**src/rtl/cache_pkg.sv**
```systemverilog
// cache_pkg: shared widths, derived burst geometry and adapter state encoding
package cache_pkg;
  localparam int ADDR_W = 32;
  localparam int LINE_W = 256;
  localparam int BEAT_W = 64;
  localparam int BEATS = LINE_W / BEAT_W;
  localparam int OFF_W = $clog2(LINE_W / 8);
  localparam int CNT_W = $clog2(BEATS);
  localparam logic [CNT_W-1:0] LAST_BEAT = CNT_W'(BEATS - 1);
  localparam logic [ADDR_W-1:0] LINE_MASK = ~ADDR_W'((1 << OFF_W) - 1);
  typedef enum logic [1:0] {IDLE, RBURST, WBURST, DONE} adapter_state_t;
  function automatic logic [ADDR_W-1:0] line_align(input logic [ADDR_W-1:0] a);
    return a & LINE_MASK;
  endfunction
endpackage

```
**src/rtl/cacheline_adapter_if.sv**
```systemverilog
// cacheline_adapter_if: cache-side line request and memory-side burst signals
interface cacheline_adapter_if;
  import cache_pkg::*;
  logic [ADDR_W-1:0] addr_i;
  logic read_i;
  logic write_i;
  logic [LINE_W-1:0] line_i;
  logic [LINE_W-1:0] line_o;
  logic resp_o;
  logic [ADDR_W-1:0] addr_o;
  logic read_o;
  logic write_o;
  logic [BEAT_W-1:0] burst_o;
  logic [BEAT_W-1:0] burst_i;
  logic resp_i;
  modport slave (
    input addr_i, read_i, write_i, line_i, burst_i, resp_i,
    output line_o, resp_o, addr_o, read_o, write_o, burst_o
  );
  modport master (
    output addr_i, read_i, write_i, line_i, burst_i, resp_i,
    input line_o, resp_o, addr_o, read_o, write_o, burst_o
  );
endinterface

```
**src/rtl/cacheline_adapter.sv**
```systemverilog
// cacheline_adapter: turns one cache line request into a fixed-length memory burst
module cacheline_adapter
  import cache_pkg::*;
(
  input logic clk,
  input logic rst,
  cacheline_adapter_if.slave bus
);
  adapter_state_t state_q, state_d;
  logic [CNT_W-1:0] cnt_q;
  logic [LINE_W-1:0] wline_q;
  logic last;
  logic busy;
  assign last = bus.resp_i && cnt_q == LAST_BEAT;
  assign busy = state_q == RBURST || state_q == WBURST;
  // state register
  always_ff @(posedge clk)
    state_q <= rst ? IDLE : state_d;
  // next state: write wins over read; DONE always returns to IDLE
  always_comb
    state_d = state_q == IDLE ? (bus.write_i ? WBURST : bus.read_i ? RBURST : IDLE)
            : state_q == DONE ? IDLE
            : last ? DONE : state_q;
  // outputs decoded from state; write beat sliced from the latched line by the counter
  always_comb begin
    bus.read_o = state_q == RBURST;
    bus.write_o = state_q == WBURST;
    bus.resp_o = state_q == DONE;
    bus.burst_o = state_q == WBURST ? wline_q[cnt_q*BEAT_W +: BEAT_W] : '0;
  end
  // request capture, beat counter and fill-line assembly
  always_ff @(posedge clk)
    if (rst) begin
      cnt_q <= '0;
      wline_q <= '0;
      bus.addr_o <= '0;
      bus.line_o <= '0;
    end else begin
      if (state_q == IDLE && (bus.read_i || bus.write_i)) begin
        bus.addr_o <= line_align(bus.addr_i);
        cnt_q <= '0;
        if (bus.write_i) wline_q <= bus.line_i;
      end
      if (busy && bus.resp_i) cnt_q <= last ? '0 : cnt_q + 1'b1;
      if (state_q == RBURST && bus.resp_i) bus.line_o[cnt_q*BEAT_W +: BEAT_W] <= bus.burst_i;
    end
endmodule

```
**src/flat_wrapper.sv**
```systemverilog
// flat-port wrapper written by rule: the top's interface ports become plain ports
module cacheline_adapter_flat import cache_pkg::*;
  (clk, rst, bus_addr_i, bus_read_i, bus_write_i, bus_line_i, bus_burst_i, bus_resp_i, bus_line_o, bus_resp_o, bus_addr_o, bus_read_o, bus_write_o, bus_burst_o);
  cacheline_adapter_if bus_i ();
  input logic clk;
  input logic rst;
  input wire logic [$bits(bus_i.addr_i)-1:0] bus_addr_i;
  input wire logic [$bits(bus_i.read_i)-1:0] bus_read_i;
  input wire logic [$bits(bus_i.write_i)-1:0] bus_write_i;
  input wire logic [$bits(bus_i.line_i)-1:0] bus_line_i;
  input wire logic [$bits(bus_i.burst_i)-1:0] bus_burst_i;
  input wire logic [$bits(bus_i.resp_i)-1:0] bus_resp_i;
  output wire logic [$bits(bus_i.line_o)-1:0] bus_line_o;
  output wire logic [$bits(bus_i.resp_o)-1:0] bus_resp_o;
  output wire logic [$bits(bus_i.addr_o)-1:0] bus_addr_o;
  output wire logic [$bits(bus_i.read_o)-1:0] bus_read_o;
  output wire logic [$bits(bus_i.write_o)-1:0] bus_write_o;
  output wire logic [$bits(bus_i.burst_o)-1:0] bus_burst_o;
  assign bus_i.addr_i = bus_addr_i;
  assign bus_i.read_i = bus_read_i;
  assign bus_i.write_i = bus_write_i;
  assign bus_i.line_i = bus_line_i;
  assign bus_i.burst_i = bus_burst_i;
  assign bus_i.resp_i = bus_resp_i;
  assign bus_line_o = bus_i.line_o;
  assign bus_resp_o = bus_i.resp_o;
  assign bus_addr_o = bus_i.addr_o;
  assign bus_read_o = bus_i.read_o;
  assign bus_write_o = bus_i.write_o;
  assign bus_burst_o = bus_i.burst_o;
  cacheline_adapter u_core (.clk(clk), .rst(rst), .bus(bus_i));
endmodule
```
**config.mk**
```make
export PLATFORM = sky130hd
export DESIGN_NAME = cacheline_adapter_flat
export DESIGN_NICKNAME = d
export VERILOG_FILES = /design/src/rtl/cache_pkg.sv /design/src/rtl/cacheline_adapter_if.sv /design/src/rtl/cacheline_adapter.sv /design/src/flat_wrapper.sv
export SDC_FILE = /design/constraint.sdc
export NUM_CORES = 1
export LEC_CHECK = 0
export CAP_MARGIN = 20
export CORE_AREA = 2 2 280 282
export CTS_CLUSTER_DIAMETER = 100
export DETAILED_ROUTE_END_ITERATION = 8
export DIE_AREA = 0 0 282 284
export GPL_ROUTABILITY_DRIVEN = 0
export PLACE_DENSITY = 0.48
export SYNTH_ARGS = -nofsm -noshare
export SYNTH_HDL_FRONTEND = slang
export SYNTH_SLANG_ARGS = --single-unit
```
**constraint.sdc**
```tcl
create_clock -name clk -period 3.6 [get_ports clk]
set_clock_uncertainty 0.15 [all_clocks]
set_input_delay 0.72 -clock clk [delete_from_list [all_inputs] [get_ports clk]]
set_output_delay 0.72 -clock clk [all_outputs]
set_load 0.01 [all_outputs]
```
# After elaboration in Yosys (flattened, before gate mapping)
# Index checks and enable logic that the tools add are counted.
[totals]
ramBits = 0
n_memories = 0
register_bits = 543
mem_bits_ro = 0
latch_bits = 0
[op_classes]
n_mux = 10
n_bitwise = 0
magnitude_cmp = 0
n_eq_ne = 4
reduce_logical = 10
addsub = 2
mul = 0
n_shift = 3
div_mod_pow = 0
[op_table]
columns = ["cell", "count"]
rows = [
  ["$bwmux 256", 1],
  ["$shift 64x34->256 const A", 1],
  ["$shiftx 256x9->64", 1],
  ["$shiftx 64x34->256", 1],
  ["$mux 64", 1],
  ["$neg 8->34", 1],
  ["$mux 2", 7],
  ["$eq 2x2->1 const B", 3],
  ["$logic_and 1x1->1", 4],
  ["$reduce_bool 3->1", 1],
  ["$add 2x1->2 const B", 1],
  ["$eq 2x1->1 const B", 1],
  ["$logic_not 2->1", 1],
  ["$logic_or 1x1->1", 2],
  ["$reduce_and 2->1", 1],
  ["$reduce_bool 2->1", 1],
  ["$mux 1", 1],
]

# Longest topological paths before layout
[logic_depth]
ltp_word = 5
ltp_mapped = 9
ltp_nobuf = 5

# Worst setup path after synthesis
# OpenSTA, ideal clock, no wires.
[synth_path]
path_kind = "register to register"
startpoint = "register u_core.cnt_q[1]"
endpoint = "register u_core.bus.line_o[10]"
required_ps = 3390
synth_period_minus_slack_ps = 2522
path_buffers = 3
arrival_time_ps = 2312
stages_incl_launch_ff = 8
setup_ps = 60
setup_slack_ps = 1078
cell_sequence = "dfxtp_1 -> buf_2 -> buf_1 -> inv_1 -> ha_1 -> nor4_4 -> buf_6 -> a32o_2"
[synth_via]
elab_chain_len = 3
[synth_lines]
columns = ["item", "line", "source"]
rows = [
  ["start: declaration", "cacheline_adapter.sv:10", "logic [CNT_W-1:0] cnt_q;"],
  ["start signal: assignment", "cacheline_adapter.sv:44", "if (busy && bus.resp_i) cnt_q <= last ? '0 : cnt_q + 1'b1;"],
  ["$neg 8->34 (*)", "cacheline_adapter.sv:45", "if (state_q == RBURST && bus.resp_i) bus.line_o[cnt_q*BEAT_W +: BEAT_W] <= bus.burst_i;"],
  ["$shiftx 64x34->256 / $shift 64x34->256 (equally long branches)", "cacheline_adapter.sv:45", ""],
  ["$bwmux 256 (*)", "cacheline_adapter.sv:45", ""],
  ["end signal: indexed assignment", "cacheline_adapter.sv:45", ""],
  ["end: declaration", "cacheline_adapter_if.sv:18", "output line_o, resp_o, addr_o, read_o, write_o, burst_o"],
]
# Mark *: on every way between the ends. The rest lies on a longest branch, timed or not.
# A chain may end at the register's enable or synchronous reset.

# Final worst setup path
[layout_path]
startpoint = "register u_core.state_q[0]"
endpoint = "output port bus_burst_o[61]"
[layout_via]
elab_chain_len = 2
[layout_lines]
columns = ["item", "line", "source"]
rows = [
  ["start: declaration", "cacheline_adapter.sv:9", "adapter_state_t state_q, state_d;"],
  ["start signal: assignment", "cacheline_adapter.sv:18", "state_q <= rst ? IDLE : state_d;"],
  ["$eq 2x2->1", "cacheline_adapter.sv:29", "bus.burst_o = state_q == WBURST ? wline_q[cnt_q*BEAT_W +: BEAT_W] : '0;"],
  ["$mux 64", "cacheline_adapter.sv:29", ""],
  ["end: declaration", "flat_wrapper.sv:18", "output wire logic [$bits(bus_i.burst_o)-1:0] bus_burst_o;"],
]
# Every way passes these cells.

==> run_results.csv <==
group,metric,value,unit
outcome,status,"complete, no violations",
floorplanning,rows,102,
global_route,grt-ovfl-total,0,
timing,setup_violations,0,
cells_and_area,drive_above_1_share,9.84,%
floorplanning,die_w,282,um
clock_tree,clock-root-buffer,"clkbuf_16",
synth,synth-seq-cells,543,
global_route,grt_max_degree,208,
worst_setup_path,cp_max_fo,39,
place,hpwlAfterDp,64.2,mm
global_route,grt_pass1_wl,134,mm
floorplanning,core-area,77000,um^2
clock_tree,cts_hold_buf,0,
place,port_buffers,701,
worst_setup_path,crit_type,"reg2out",
timing,slew_headroom,23.9,%
cells_and_area,utilization,40.6,%
synth,syn_inst,2388,
timing,slew_violations,0,
clock_tree,cts_made_buffers,67,
timing,fin_crit,3420,ps
floorplanning,start_util,27.2,%
synth,avgSynthCellArea,8.77,um^2
cells_and_area,fillers,7685,
detailed_routing,ant_nets,0,
clock_tree,cts.sinks,543,
worst_hold_path,hp-start,"rst",
synth,ys_seq_area_share,51.9,%
synth,yosysWarnings,0,
cells_and_area,fin_nets,3355,
worst_setup_path,worst_ep_arrival_time,2550,ps
timing,rsz0062_at_grt,"no",
worst_hold_path,hold_class,"in2reg",
global_route,grt_usage,22.3,%
global_route,grt_pass1_vias,19700,
power_and_ir_drop,p_total,0.0175,W
detailed_routing,num_vias,20000,
detailed_routing,avgViaCountPerCell,4.86,
cells_and_area,layout.cells.non_filler,4107,
timing,tightest_slew,1140,ps
global_route,antenna_found_initial,35,
floorplanning,die-height,284,um
worst_setup_path,critPathRequiredTime,2730,ps
worst_setup_path,cp-startpoint,"u_core.state_q[0]",
place,dp_cells,3954,
timing,final.setup.tns,0,ps
clock_tree,cts_tree,"done",
synth,synth_area,20900,um^2
detailed_routing,dr.first_iter.drc_count,1358,
power_and_ir_drop,ir_drop,0.000318,V
detailed_routing,detail_route.wl_per_cell,22.5,um
detailed_routing,drtPass1Iterations,7,
cells_and_area,syn2layout_area_growth,49.1,%
timing,whs,287,ps
clock_tree,post_cts_buffers,6,
detailed_routing,totalWireLength,92.4,mm
floorplanning,ios,712,
clock_tree,clk_pin_slew,60,ps
timing,final-hold-violation-count,0,
worst_setup_path,critPathLaunchType,"flop",
power_and_ir_drop,power_density,562,nW/um^2
floorplanning,dieArea,80100,um^2
timing,finalCritPeriodShare,95.1,%
synth,yosysUniqueCellTypes,38,
clock_tree,clockBufferDepth,3,
power_and_ir_drop,p_leak,11.1,nW
clock_tree,clk_latency,580,ps
detailed_routing,drc,0,
clock_tree,cts_max_level,3,
worst_setup_path,cp-end-kind,"primary output",
clock_tree,cts_resized,0,
flow_run,drv_cap,0,
timing,fmax,0.292,GHz
worst_setup_path,crit-reg2reg-launch,"u_core.cnt_q[0]",
==> per-layer routing <==
layer  up-vias  part of all wire [%]  GRT usage [%]  wire [um]
li1       9413                     -              -          -
met1      9638                    39           26.0      35900
met2       719                    48           36.7      44800
met3       172                   8.7           7.34       8050
met4        22                   3.9           10.8       3570
met5         -                  0.15              0        135
==> cells in the mapped netlist <==
cell type / number / area (um^2)
a211oi_1: 2 / 15.0
a21boi_0: 1 / 7.51
a21oi_1: 432 / 2160
a311oi_1: 1 / 8.76
a31oi_1: 1 / 6.26
a32o_1: 4 / 40.0
a32o_2: 60 / 676
a32oi_1: 44 / 385
and2_0: 1 / 6.26
and2_1: 65 / 407
and3_1: 3 / 18.8
and4b_1: 1 / 10.0
buf_1: 12 / 45.0
buf_2: 49 / 245
buf_4: 13 / 97.6
buf_6: 7 / 78.8
clkbuf_1: 142 / 533
clkbuf_2: 1 / 5.00
conb_1: 1 / 3.75
dfxtp_1: 543 / 10900
ha_1: 9 / 113
inv_1: 5 / 18.8
inv_2: 1 / 3.75
mux4_2: 64 / 1440
nand2_1: 716 / 2690
nand2b_1: 1 / 6.26
nand3_1: 152 / 761
nand3_2: 1 / 10.0
nand4b_1: 1 / 8.76
nor2_1: 46 / 173
nor2b_1: 1 / 6.26
nor3_1: 1 / 5.00
nor4_4: 1 / 21.3
nor4b_2: 1 / 15.0
nor4b_4: 1 / 23.8
nor4bb_1: 2 / 20.0
o21a_1: 1 / 7.51
o21ai_0: 1 / 5.00
==> through the flow <==
step                      cell area [um^2]  setup slack, ps
final                                31200              175
after global routing                 31200             54.5
after CTS                            31200             91.7
after detailed placement             29000              318
after global placement               29000              317
after floorplan                      21000             1080
==> worst max-delay path, cell delays in order, from the launching register on <==
cell             delay (ps)
dfxtp_1                 330
inv_1                   110
ha_2                    430
buf_12                  260
and2_1                  160
clkdlybuf4s50_1         670
==> final timing paths <==
kind	endpoint	slack [ps]	cells after the start
min	u_core.wline_q[73]	290	2
max	bus_burst_o[61]	180	5
min reg2reg	u_core.wline_q[187]	300	2
max reg2reg	u_core.bus.line_o[78]	820	9
==> kinds of logic (layout without fill, tap and decap cells) <==
logic type | count (synthesis) | in the layout | synth area share (%)
other | 1 | 32 | 0.0179
AO/OA/AOI/OAI | 547 | 547 | 15.8
buffers and inverters | 230 | 878 | 4.90
flip-flops | 543 | 543 | 51.9
multiplexers | 64 | 64 | 6.88
adder cells (fa/ha/maj) | 9 | 9 | 0.538
AND/OR/NAND/NOR | 994 | 994 | 19.9
==> cell type report <==
| type | count | area [um^2] | share of cell area [%] |
|---|---|---|---|
| diodes | 27 | 67.6 | 0.216 |
| clock buffers | 94 | 1890 | 6.05 |
| clock inverters | 26 | 225 | 0.721 |
| inverters | 6 | 22.5 | 0.0721 |
| multi-input cells | 1619 | 9130 | 29.2 |
| flip-flops and latches | 543 | 10900 | 34.8 |
| well taps | 1040 | 1300 | 4.17 |
| repair buffers | 752 | 7730 | 24.7 |
==> power by group <==
part / total (W) / leakage, nW / internal [W] / switching (W)
clock: 0.00657 / 1.06 / 0.00383 / 0.00274
sequential: 0.00694 / 4.42 / 0.00663 / 0.000317
combinational: 0.00403 / 5.58 / 0.00181 / 0.00222
total: 0.0175 / 11.1 / 0.0123 / 0.00527
==> cell usage in the layout (no fill, tap or decap), types with 17 or more instances in the layout <==
master | synthesis | final
a32o_2 | 60 | 60
clkbuf_1 | 142 | 17
nor2_1 | 46 | 46
clkdlybuf4s50_1 | 0 | 700
clkbuf_16 | 0 | 68
mux4_2 | 64 | 64
nand3_1 | 152 | 149
buf_4 | 13 | 25
dfxtp_1 | 543 | 541
a21oi_1 | 432 | 432
clkinv_2 | 0 | 17
buf_12 | 0 | 26
a32oi_1 | 44 | 44
diode_2 | 0 | 27
and2_1 | 65 | 65
nand2_1 | 716 | 715
==> state kept, by name (all words and copies together), names as in the netlist <==
register,count
u_core.bus.line_o,256
u_core.cnt_q,2
u_core.state_q,2
u_core.bus.addr_o,27
u_core.wline_q,256
Power figures use the tool's default switching activity.
